[src/rtl/hazard_control_unit.sv]
// Pipeline hazard controller: load-use bubbles, branch flushes and multi-cycle
// mul/div stalls, plus saturating stall/flush performance counters.
module hazard_control_unit #(
  parameter int unsigned MUL_CYCLES = 3,
  parameter int unsigned DIV_CYCLES = 8
) (
  input  logic        clk,
  input  logic        rst_n,
  input  logic [4:0]  id_rs1,
  input  logic [4:0]  id_rs2,
  input  logic        id_use_rs1,
  input  logic        id_use_rs2,
  input  logic        ex_valid,
  input  logic [4:0]  ex_rd,
  input  logic        ex_MemRead,
  input  logic        ex_mc_start,
  input  logic        ex_mc_is_div,
  input  logic        ex_br_taken,
  input  logic        clr_cnt,
  output logic        pc_stall,
  output logic        if_id_stall,
  output logic        id_ex_stall,
  output logic        if_id_flush,
  output logic        id_ex_flush,
  output logic        ex_mc_busy,
  output logic        ex_mc_done,
  output logic [15:0] stall_cycles,
  output logic [15:0] flush_events
);

  localparam logic [0:0] ST_RUN     = 1'b0;
  localparam logic [0:0] ST_MC_BUSY = 1'b1;
  // The start cycle and the done cycle are not counted down, hence N-2.
  localparam logic [3:0] MUL_LOAD   = 4'(MUL_CYCLES - 2);
  localparam logic [3:0] DIV_LOAD   = 4'(DIV_CYCLES - 2);

  logic [0:0]  r_state;
  logic [0:0]  w_state_nxt;
  logic [3:0]  r_mc_cnt;
  logic [3:0]  w_mc_cnt_nxt;
  logic [15:0] r_stall_cycles;
  logic [15:0] r_flush_events;
  logic        w_lu;
  logic        w_pc_stall;
  logic        w_if_id_stall;
  logic        w_id_ex_stall;
  logic        w_if_id_flush;
  logic        w_id_ex_flush;
  logic        w_mc_busy;
  logic        w_mc_done;

  assign w_lu = ex_valid & ex_MemRead & (ex_rd != 5'd0) &
                ((id_use_rs1 & (id_rs1 == ex_rd)) | (id_use_rs2 & (id_rs2 == ex_rd)));

  always_comb begin
    w_state_nxt   = r_state;
    w_mc_cnt_nxt  = r_mc_cnt;
    w_pc_stall    = 1'b0;
    w_if_id_stall = 1'b0;
    w_id_ex_stall = 1'b0;
    w_if_id_flush = 1'b0;
    w_id_ex_flush = 1'b0;
    w_mc_busy     = 1'b0;
    w_mc_done     = 1'b0;
    case (r_state)
      ST_RUN: begin
        if (ex_br_taken) begin
          w_if_id_flush = 1'b1;
          w_id_ex_flush = 1'b1;
        end else if (ex_valid && ex_mc_start) begin
          w_pc_stall    = 1'b1;
          w_if_id_stall = 1'b1;
          w_id_ex_stall = 1'b1;
          w_mc_busy     = 1'b1;
          w_mc_cnt_nxt  = ex_mc_is_div ? DIV_LOAD : MUL_LOAD;
          w_state_nxt   = ST_MC_BUSY;
        end else if (w_lu) begin
          w_pc_stall    = 1'b1;
          w_if_id_stall = 1'b1;
          w_id_ex_flush = 1'b1;
        end else begin
          w_state_nxt   = ST_RUN;
        end
      end
      // Branches, new starts and load-use are deliberately ignored while busy.
      ST_MC_BUSY: begin
        if (r_mc_cnt != 4'd0) begin
          w_pc_stall    = 1'b1;
          w_if_id_stall = 1'b1;
          w_id_ex_stall = 1'b1;
          w_mc_busy     = 1'b1;
          w_mc_cnt_nxt  = r_mc_cnt - 4'd1;
        end else begin
          w_mc_done     = 1'b1;
          w_state_nxt   = ST_RUN;
        end
      end
      default: begin
        w_state_nxt  = ST_RUN;
        w_mc_cnt_nxt = 4'd0;
      end
    endcase
  end

  // Reset must silence every control output even though the logic is combinational.
  assign pc_stall     = rst_n & w_pc_stall;
  assign if_id_stall  = rst_n & w_if_id_stall;
  assign id_ex_stall  = rst_n & w_id_ex_stall;
  assign if_id_flush  = rst_n & w_if_id_flush;
  assign id_ex_flush  = rst_n & w_id_ex_flush;
  assign ex_mc_busy   = rst_n & w_mc_busy;
  assign ex_mc_done   = rst_n & w_mc_done;
  assign stall_cycles = r_stall_cycles;
  assign flush_events = r_flush_events;

  always_ff @(posedge clk or negedge rst_n) begin
    if (!rst_n) begin
      r_state  <= ST_RUN;
      r_mc_cnt <= 4'd0;
    end else begin
      r_state  <= w_state_nxt;
      r_mc_cnt <= w_mc_cnt_nxt;
    end
  end

  // Saturating counters; clear wins over a same-cycle increment.
  always_ff @(posedge clk or negedge rst_n) begin
    if (!rst_n) begin
      r_stall_cycles <= 16'd0;
      r_flush_events <= 16'd0;
    end else if (clr_cnt) begin
      r_stall_cycles <= 16'd0;
      r_flush_events <= 16'd0;
    end else begin
      if (pc_stall && (r_stall_cycles != 16'hFFFF)) begin
        r_stall_cycles <= r_stall_cycles + 16'd1;
      end
      if (if_id_flush && (r_flush_events != 16'hFFFF)) begin
        r_flush_events <= r_flush_events + 16'd1;
      end
    end
  end

endmodule

[config.mk]
export PLATFORM = sky130hd
export DESIGN_NAME = hazard_control_unit
export DESIGN_NICKNAME = d
export VERILOG_FILES = /design/src/rtl/hazard_control_unit.sv
export SDC_FILE = /design/constraint.sdc
export NUM_CORES = 1
export LEC_CHECK = 0
export ABC_AREA = 1
export CELL_PAD_IN_SITES_DETAIL_PLACEMENT = 1
export CELL_PAD_IN_SITES_GLOBAL_PLACEMENT = 2
export CORE_MARGIN = 10
export CORE_UTILIZATION = 25
export CTS_BUF_LIST = sky130_fd_sc_hd__clkbuf_4
export DETAILED_ROUTE_END_ITERATION = 16
export PLACE_DENSITY = 0.81
export SLEW_MARGIN = 20
export SYNTH_ARGS = -nofsm -noshare
export SYNTH_HDL_FRONTEND = slang
export SYNTH_SLANG_ARGS = --single-unit
[constraint.sdc]
create_clock -name clk -period 1.5 [get_ports clk]
set_input_delay 0.15 -clock clk [delete_from_list [all_inputs] [get_ports clk]]
set_output_delay 0.15 -clock clk [all_outputs]
set_load 0.05 [all_outputs]
==> results of run 1 <==
[worst max path at each step]
| stage | cells past startpoint | to | slack (ns) |
|---|---|---|---|
| after floorplan | 11 | flush_events[13]$_DFFE_PN0P_ | -0.31 |
| after global routing | 9 | id_ex_stall | -0.43 |
| after global placement | 13 | stall_cycles[7]$_DFFE_PN0P_ | -0.41 |
| final | 9 | id_ex_stall | -0.34 |
| after CTS | 9 | id_ex_stall | -0.34 |
| after detailed placement | 13 | stall_cycles[7]$_DFFE_PN0P_ | -0.47 |
[layer usage]
| layer | track usage [%] | routed length (µm) | share of wire [%] | up-vias |
|---|---|---|---|---|
| met5 | 0 | 0 | 0 | - |
| met4 | 2.012 | 91 | 0.90 | 0 |
| met3 | 3.006 | 364 | 3.6 | 8 |
| met2 | 25.27 | 5392 | 53 | 42 |
| met1 | 15.87 | 4232 | 42 | 1459 |
| li1 | - | - | - | 1474 |
[sequential cells by signal, summed over array words and instances (netlist names)]
signal	flops
flush_events	16
r_mc_cnt	4
r_state	1
stall_cycles	16
[repair_timing]
item	in CTS	in global routing
setup endpoints to repair	43	43
cloned	1	2
hold endpoints to repair	37	0
setup buffers	9	10
hold buffers	1	0
resized for setup	62	29
pin swaps	17	16
[layout make-up]
class	count	area (µm²)
Timing Repair Buffer	143	1558
Clock buffer	5	37.54
Multi-Input combinational cell	286	1773
Inverter	40	157.7
Tap cell	136	170.2
Fill cell	1192	5547
Sequential cell	37	944.7
Clock inverter	3	43.79
[cells in the final DEF (no fill, tap or decap), drive strengths merged]
cell type	instances
a21oi	6
a31oi	2
buf	119
bufinv	1
clkbuf	5
clkdlybuf4s50	9
clkinv	1
dfrtp	37
dlygate4sd2	14
dlygate4sd3	1
ha	3
inv	41
nand2	112
nand3	40
nand3b	1
nand4	9
nor2	60
nor3	6
nor3b	2
o211ai	1
o21ai	13
o22ai	1
o31ai	8
or2	2
xnor2	3
xor2	17
[metrics by stage]
stage	area (µm²)	hold slack [ns]
2_1_floorplan	2713	-0.1456
3_3_place_gp	4199	0.3130
3_5_place_dp	4199	0.3202
4_1_cts	4519	0.3970
5_1_grt	4684	0.4122
6_report	4684	0.4059
[where the power goes]
part | switching [W] | internal (W) | total [W] | leakage, nW
registers | 0.0000840 | 0.00110 | 0.00119 | 0.480
logic | 0.00121 | 0.00102 | 0.00223 | 1.58
clock network | 0.000388 | 0.000354 | 0.000742 | 0.0456
[worst max-delay path, stage by stage (launching register included)]
cell and delay (ns):
dfrtp_1 0.40, inv_2 0.08, ha_4 0.13, inv_2 0.03
nor2_2 0.10, nand3b_1 0.15, buf_6 0.16, nand2_4 0.06
nor2_4 0.06, buf_12 0.16
[kinds of logic (layout without fill, tap and decap cells)]
kind of cell	after synthesis	after routing	synth area share (%)
xor gates and xnor gates	20	20	6.754
and+or+nand+nor	230	232	39.56
buffers and inverters	52	191	8.538
adders and majority gates	3	3	1.447
AOI/OAI and AO/OA	31	31	8.008
DFF	37	37	35.70
==> flow_metrics.env, run 1 <==
export IMPL_status="finished, violations left"
export IMPL_failed_checks="negative setup slack"
export IMPL_netlist_area_um2=2594
export IMPL_nNetsFinal=541
export IMPL_ir_drop_mv=0.7940
export IMPL_rows=37
export IMPL_synthArstFlopShare_pct=100.0
export IMPL_drt_first_pass_iters=4
export IMPL_worstPathArrival_ns=1.69
export IMPL_syn2layout_area_growth_pct=80.61
export IMPL_min_to="r_mc_cnt[2]$_DFFE_PN0P_"
export IMPL_min_path_type="input port to flip-flop"
export IMPL_track_usage_pct=13.64
export IMPL_ys_top_cells_by_count="nand2_1, nor2_1, inv_1, nand3_1, dfrtp_1"
export IMPL_synthCells=373
export IMPL_ys_seq_area_share_pct=35.70
export IMPL_synth_edf_count=0
export IMPL_yosys_area_top_type_share_pct=35.70
export IMPL_synth_area_leaders="dfrtp_1, nand2_1, nor2_1"
export IMPL_pre_cts_ws_ns=-0.4683
export IMPL_crit_type="flip-flop to output pin"
export IMPL_drtIter0Drc=86
export IMPL_yosysWarningCount=0
export IMPL_via_per_inst=4.589
export IMPL_max_slew_margin_pct=66.31
export IMPL_vias=2983
export IMPL_setup_viol=41
export IMPL_synth_area_leader_cell="dfrtp_1"
export IMPL_tightestPinTransition_ns=0.5053
export IMPL_finalCritPeriodShare_pct=122.4
export IMPL_layout_cells_non_filler=650
export IMPL_drv_cap=0
export IMPL_coreArea_um2=10230
export IMPL_drc=0
export IMPL_grt_setup_unrepaired="true"
export IMPL_htree_num_levels=2
export IMPL_dpl_cell_count=623
export IMPL_cts_root_buffer="clkbuf_4"
export IMPL_final_max_slew_viol_count=0
export IMPL_post_route_min_period_ns=1.836
export IMPL_synth_ff_type="dfrtp_1"
export IMPL_wl_per_cell_um=15.51
export IMPL_first_global_vias=3279
export IMPL_synth_nets=401
export IMPL_die_area_um2=14850
export IMPL_p_leak_nw=2.111
export IMPL_skew_ns=0.02490
export IMPL_total_power_w=0.004160
export IMPL_die_h_um=121.9
export IMPL_dp_final_hpwl_mm=7.545
export IMPL_grt_max_degree=38
export IMPL_cp_data_required_time_ns=1.35
export IMPL_r2r_cells=12
export IMPL_yosysUniqueCellTypes=34
export IMPL_final_hold_violation_count=0
export IMPL_num_antenna_cells=0
export IMPL_place_gp_congestion=0.7994
export IMPL_antenna_left=0
export IMPL_utilization_pct=45.79
export IMPL_start_util_pct=25.35
export IMPL_startpoint="r_mc_cnt[1]$_DFFE_PN0P_"
export IMPL_r2r_end="flush_events[11]$_DFFE_PN0P_"
export IMPL_synth_area_per_cell_um2=6.954
export IMPL_clkTransAtPathRegs_ns=0.13
export IMPL_hp_start="ex_mc_is_div"
export IMPL_final_layout_size_suffix_gt1_share_pct=42.80
export IMPL_cts_sinks=37
export IMPL_powerDensity_nw_per_um2=888.0
export IMPL_grt_first_pass_wirelength_mm=16.48
export IMPL_worstSkewPairLatency_ns=0.36
export IMPL_synth_most_common_cell="nand2_1"
export IMPL_fin_setup_tns_ns=-7.335
export IMPL_crit_fanout=2
export IMPL_cts_made_buffers=5
export IMPL_die_x_um=121.9
export IMPL_hold_depth=3
export IMPL_wl_mm=10.08
export IMPL_overflow=0
export IMPL_timing_fmax_mhz=544.6
export IMPL_numPortBuffers=63
export IMPL_grt_antenna_before_repair=0
export IMPL_num_io_pins=64
export IMPL_reg2reg_from="flush_events[1]$_DFFE_PN0P_"
export IMPL_setup_slack_ns=-0.3362
export IMPL_synth_seq_cells=37
export IMPL_cts_buffer_depth=2
export IMPL_cts_tree="yes"
export IMPL_cp_end_kind="output pin"
export IMPL_r2r_slack_ns=-0.25
export IMPL_worstSetupStartpointType="flip-flop"
Note: power is estimated with default switching activity, not from simulation.
==> run 2, diff against run 1 <==
--- a/config.mk
+++ b/config.mk
@@ -6,13 +6,11 @@
 export NUM_CORES = 1
 export LEC_CHECK = 0
 export ABC_AREA = 1
-export CELL_PAD_IN_SITES_DETAIL_PLACEMENT = 1
-export CELL_PAD_IN_SITES_GLOBAL_PLACEMENT = 2
 export CORE_MARGIN = 10
-export CORE_UTILIZATION = 25
+export CORE_UTILIZATION = 35
 export CTS_BUF_LIST = sky130_fd_sc_hd__clkbuf_4
 export DETAILED_ROUTE_END_ITERATION = 16
-export PLACE_DENSITY = 0.81
+export PLACE_DENSITY = 0.65
 export SLEW_MARGIN = 20
 export SYNTH_ARGS = -nofsm -noshare
 export SYNTH_HDL_FRONTEND = slang
==> flow_metrics.env, run 2 (synthesis results as in run 1) <==
export IMPL_tightestPinTransition_ns=0.4414
export IMPL_first_global_vias=3050
export IMPL_critPathMaxStageDelay_ns=0.36
export IMPL_skew_ns=0.02825
export IMPL_htree_num_levels=2
export IMPL_p_leak_nw=2.160
export IMPL_p_sw_w=0.001652
export IMPL_post_route_min_period_ns=1.844
export IMPL_failed_checks="negative setup slack"
export IMPL_max_slew_margin_pct=70.57
export IMPL_clkTransAtPathRegs_ns=0.12
export IMPL_via_per_inst=4.877
export IMPL_cp_end_kind="output pin"
export IMPL_place_gp_congestion=0.8287
export IMPL_pre_cts_ws_ns=-0.3896
export IMPL_cts_sinks=37
export IMPL_critPathTopFamily="buffers and inverters"
export IMPL_grt_antenna_before_repair=0
export IMPL_num_io_pins=64
export IMPL_r2r_slack_ns=-0.28
export IMPL_intPower_w=0.002495
export IMPL_crit_fanout=2
export IMPL_final_layout_size_suffix_gt1_share_pct=41.62
export IMPL_status="finished, violations left"
export IMPL_total_power_w=0.004147
export IMPL_p_clk_share_pct=17.8
export IMPL_cts_root_buffer="clkbuf_4"
export IMPL_min_path_type="input port to async pin"
export IMPL_cts_tree="yes"
export IMPL_vias=3014
export IMPL_die_x_um=106.1
export IMPL_rows=31
export IMPL_fin_setup_tns_ns=-8.137
export IMPL_finalCritPeriodShare_pct=122.9
export IMPL_swShare_pct=39.84
export IMPL_combPwrFrac_pct=53.6
export IMPL_start_util_pct=35.95
export IMPL_worstSkewPairLatency_ns=0.37
export IMPL_drc=0
export IMPL_numPortBuffers=63
export IMPL_cts_buffer_depth=2
export IMPL_final_max_slew_viol_count=0
export IMPL_drt_first_pass_iters=4
export IMPL_setup_viol=39
export IMPL_num_antenna_cells=0
export IMPL_dp_final_hpwl_mm=6.148
export IMPL_timing_fmax_mhz=542.4
export IMPL_worstSetupStartpointType="flip-flop"
export IMPL_nNetsFinal=546
export IMPL_slowest_stage="dfrtp_1"
export IMPL_syn2layout_area_growth_pct=78.29
export IMPL_cp_cell_sequence="inv_2, ha_4, inv_4, nor2_4, nand3b_1, nand3_2, buf_6, a21oi_4, buf_12"
export IMPL_grt_first_pass_wirelength_mm=14.21
export IMPL_final_hold_violation_count=0
export IMPL_powerDensity_nw_per_um2=896.8
export IMPL_final_common_cell="nand2_1"
export IMPL_overflow=0
export IMPL_num_fill_cells=625
export IMPL_cp_data_required_time_ns=1.35
export IMPL_worstPathArrival_ns=1.69
export IMPL_seq_power_share_pct=28.6
export IMPL_path_buf_inv=4
export IMPL_wl_mm=8.678
export IMPL_grt_setup_unrepaired="true"
export IMPL_drtIter0Drc=126
export IMPL_wl_per_cell_um=14.04
export IMPL_cts_made_buffers=5
export IMPL_die_h_um=106.1
export IMPL_track_usage_pct=15.03
export IMPL_drv_cap=0
export IMPL_die_area_um2=11250
export IMPL_ir_drop_mv=0.5919
export IMPL_setup_slack_ns=-0.3436
export IMPL_mostFrequentLayoutCells="nand2_1, buf_4, nor2_1"
export IMPL_crit_type="flip-flop to output pin"
export IMPL_antenna_left=0
export IMPL_grt_max_degree=33
export IMPL_coreArea_um2=7214
==> run 2: cell types whose count changed in the layout (fill, tap and decap cells not counted), moves of 2 or more <==
cell     change
buf_6        -7
buf_12       -2
buf_4       +10
nand2_1      -2
nand3_2     -11
nand3_1     +11
==> run 2: per-layer routing <==
metal,wire [µm],vias to the layer above,GRT usage (%),share of wire (%)
met5,0,-,0,0
met4,153,0,3.675,1.8
met3,443,17,4.227,5.1
met2,4573,78,27.16,53
met1,3507,1433,17.01,40
li1,-,1486,-,-
==> run 2: path summary, 6_finish.rpt <==
kind | cells after the start | startpoint | end
worst max-delay path | 9 | r_mc_cnt[1]$_DFFE_PN0P_ | pc_stall
worst min-delay path | 3 | rst_n | r_mc_cnt[3]$_DFFE_PN0P_
worst max register to register | 11 | flush_events[0]$_DFFE_PN0P_ | flush_events[14]$_DFFE_PN0P_
worst min register to register | 1 | r_mc_cnt[3]$_DFFE_PN0P_ | r_mc_cnt[3]$_DFFE_PN0P_
max in group asynchronous | 3 | rst_n | stall_cycles[5]$_DFFE_PN0P_
min in group clk | 3 | ex_mc_is_div | r_mc_cnt[2]$_DFFE_PN0P_
==> run 2: tightest hold or removal path, delay by kind of cell <==
family | cells | cell delay (ns)
buf+inv | 3 | 0.92
==> run 2: timing repair <==
item | CTS | global route
hold endpoints to repair | 37 | 0
endpoints found under the setup margin | 43 | 43
hold buffers | 2 | 0
buffers inserted | 14 | 11
gates cloned | 3 | 1
pin swaps | 14 | 17
gates resized for setup | 45 | 34
==> run 2: power by group through the flow <==
stage	Sequential [W]	Clock (W)	Combinational [W]
3_3_place_gp	0.00119	0	0.00173
4_1_cts	0.00118	0.000747	0.00213
5_1_grt	0.00120	0.000797	0.00240
6_report	0.00119	0.000739	0.00222
2_1_floorplan	0.00131	0	0.000811
3_5_place_dp	0.00120	0	0.00176
==> run 2: per-stage QoR <==
stage	utilization (%)	instances	hold slack, ns	cell area [µm²]
2_1_floorplan	-	373	-0.1456	2713
3_3_place_gp	56.97	587	0.1096	4110
3_5_place_dp	56.97	587	0.1030	4110
4_1_cts	61.81	608	0.3034	4459
5_1_grt	64.10	618	0.3263	4624
6_report	64.10	618	0.3150	4624
==> run 2: final cells by class <==
type / instances / area [µm²] / area share (%)
multi-input combinational: 287 / 1748 / 37.80
timing repair buffer: 147 / 1569 / 33.93
sequential: 37 / 944.7 / 20.43
inverter: 40 / 157.7 / 3.409
tap: 99 / 123.9 / 2.679
clock inverter: 3 / 43.79 / 0.9470
clock buffer: 5 / 37.54 / 0.8117
==> run 3, diff against run 2 <==
--- a/config.mk
+++ b/config.mk
@@ -6,6 +6,7 @@
 export NUM_CORES = 1
 export LEC_CHECK = 0
 export ABC_AREA = 1
+export CAP_MARGIN = 20
 export CORE_MARGIN = 10
 export CORE_UTILIZATION = 35
 export CTS_BUF_LIST = sky130_fd_sc_hd__clkbuf_4
==> results of run 3 <==
Same layout as run 2: the final DEF is identical, and so are final timing and power.
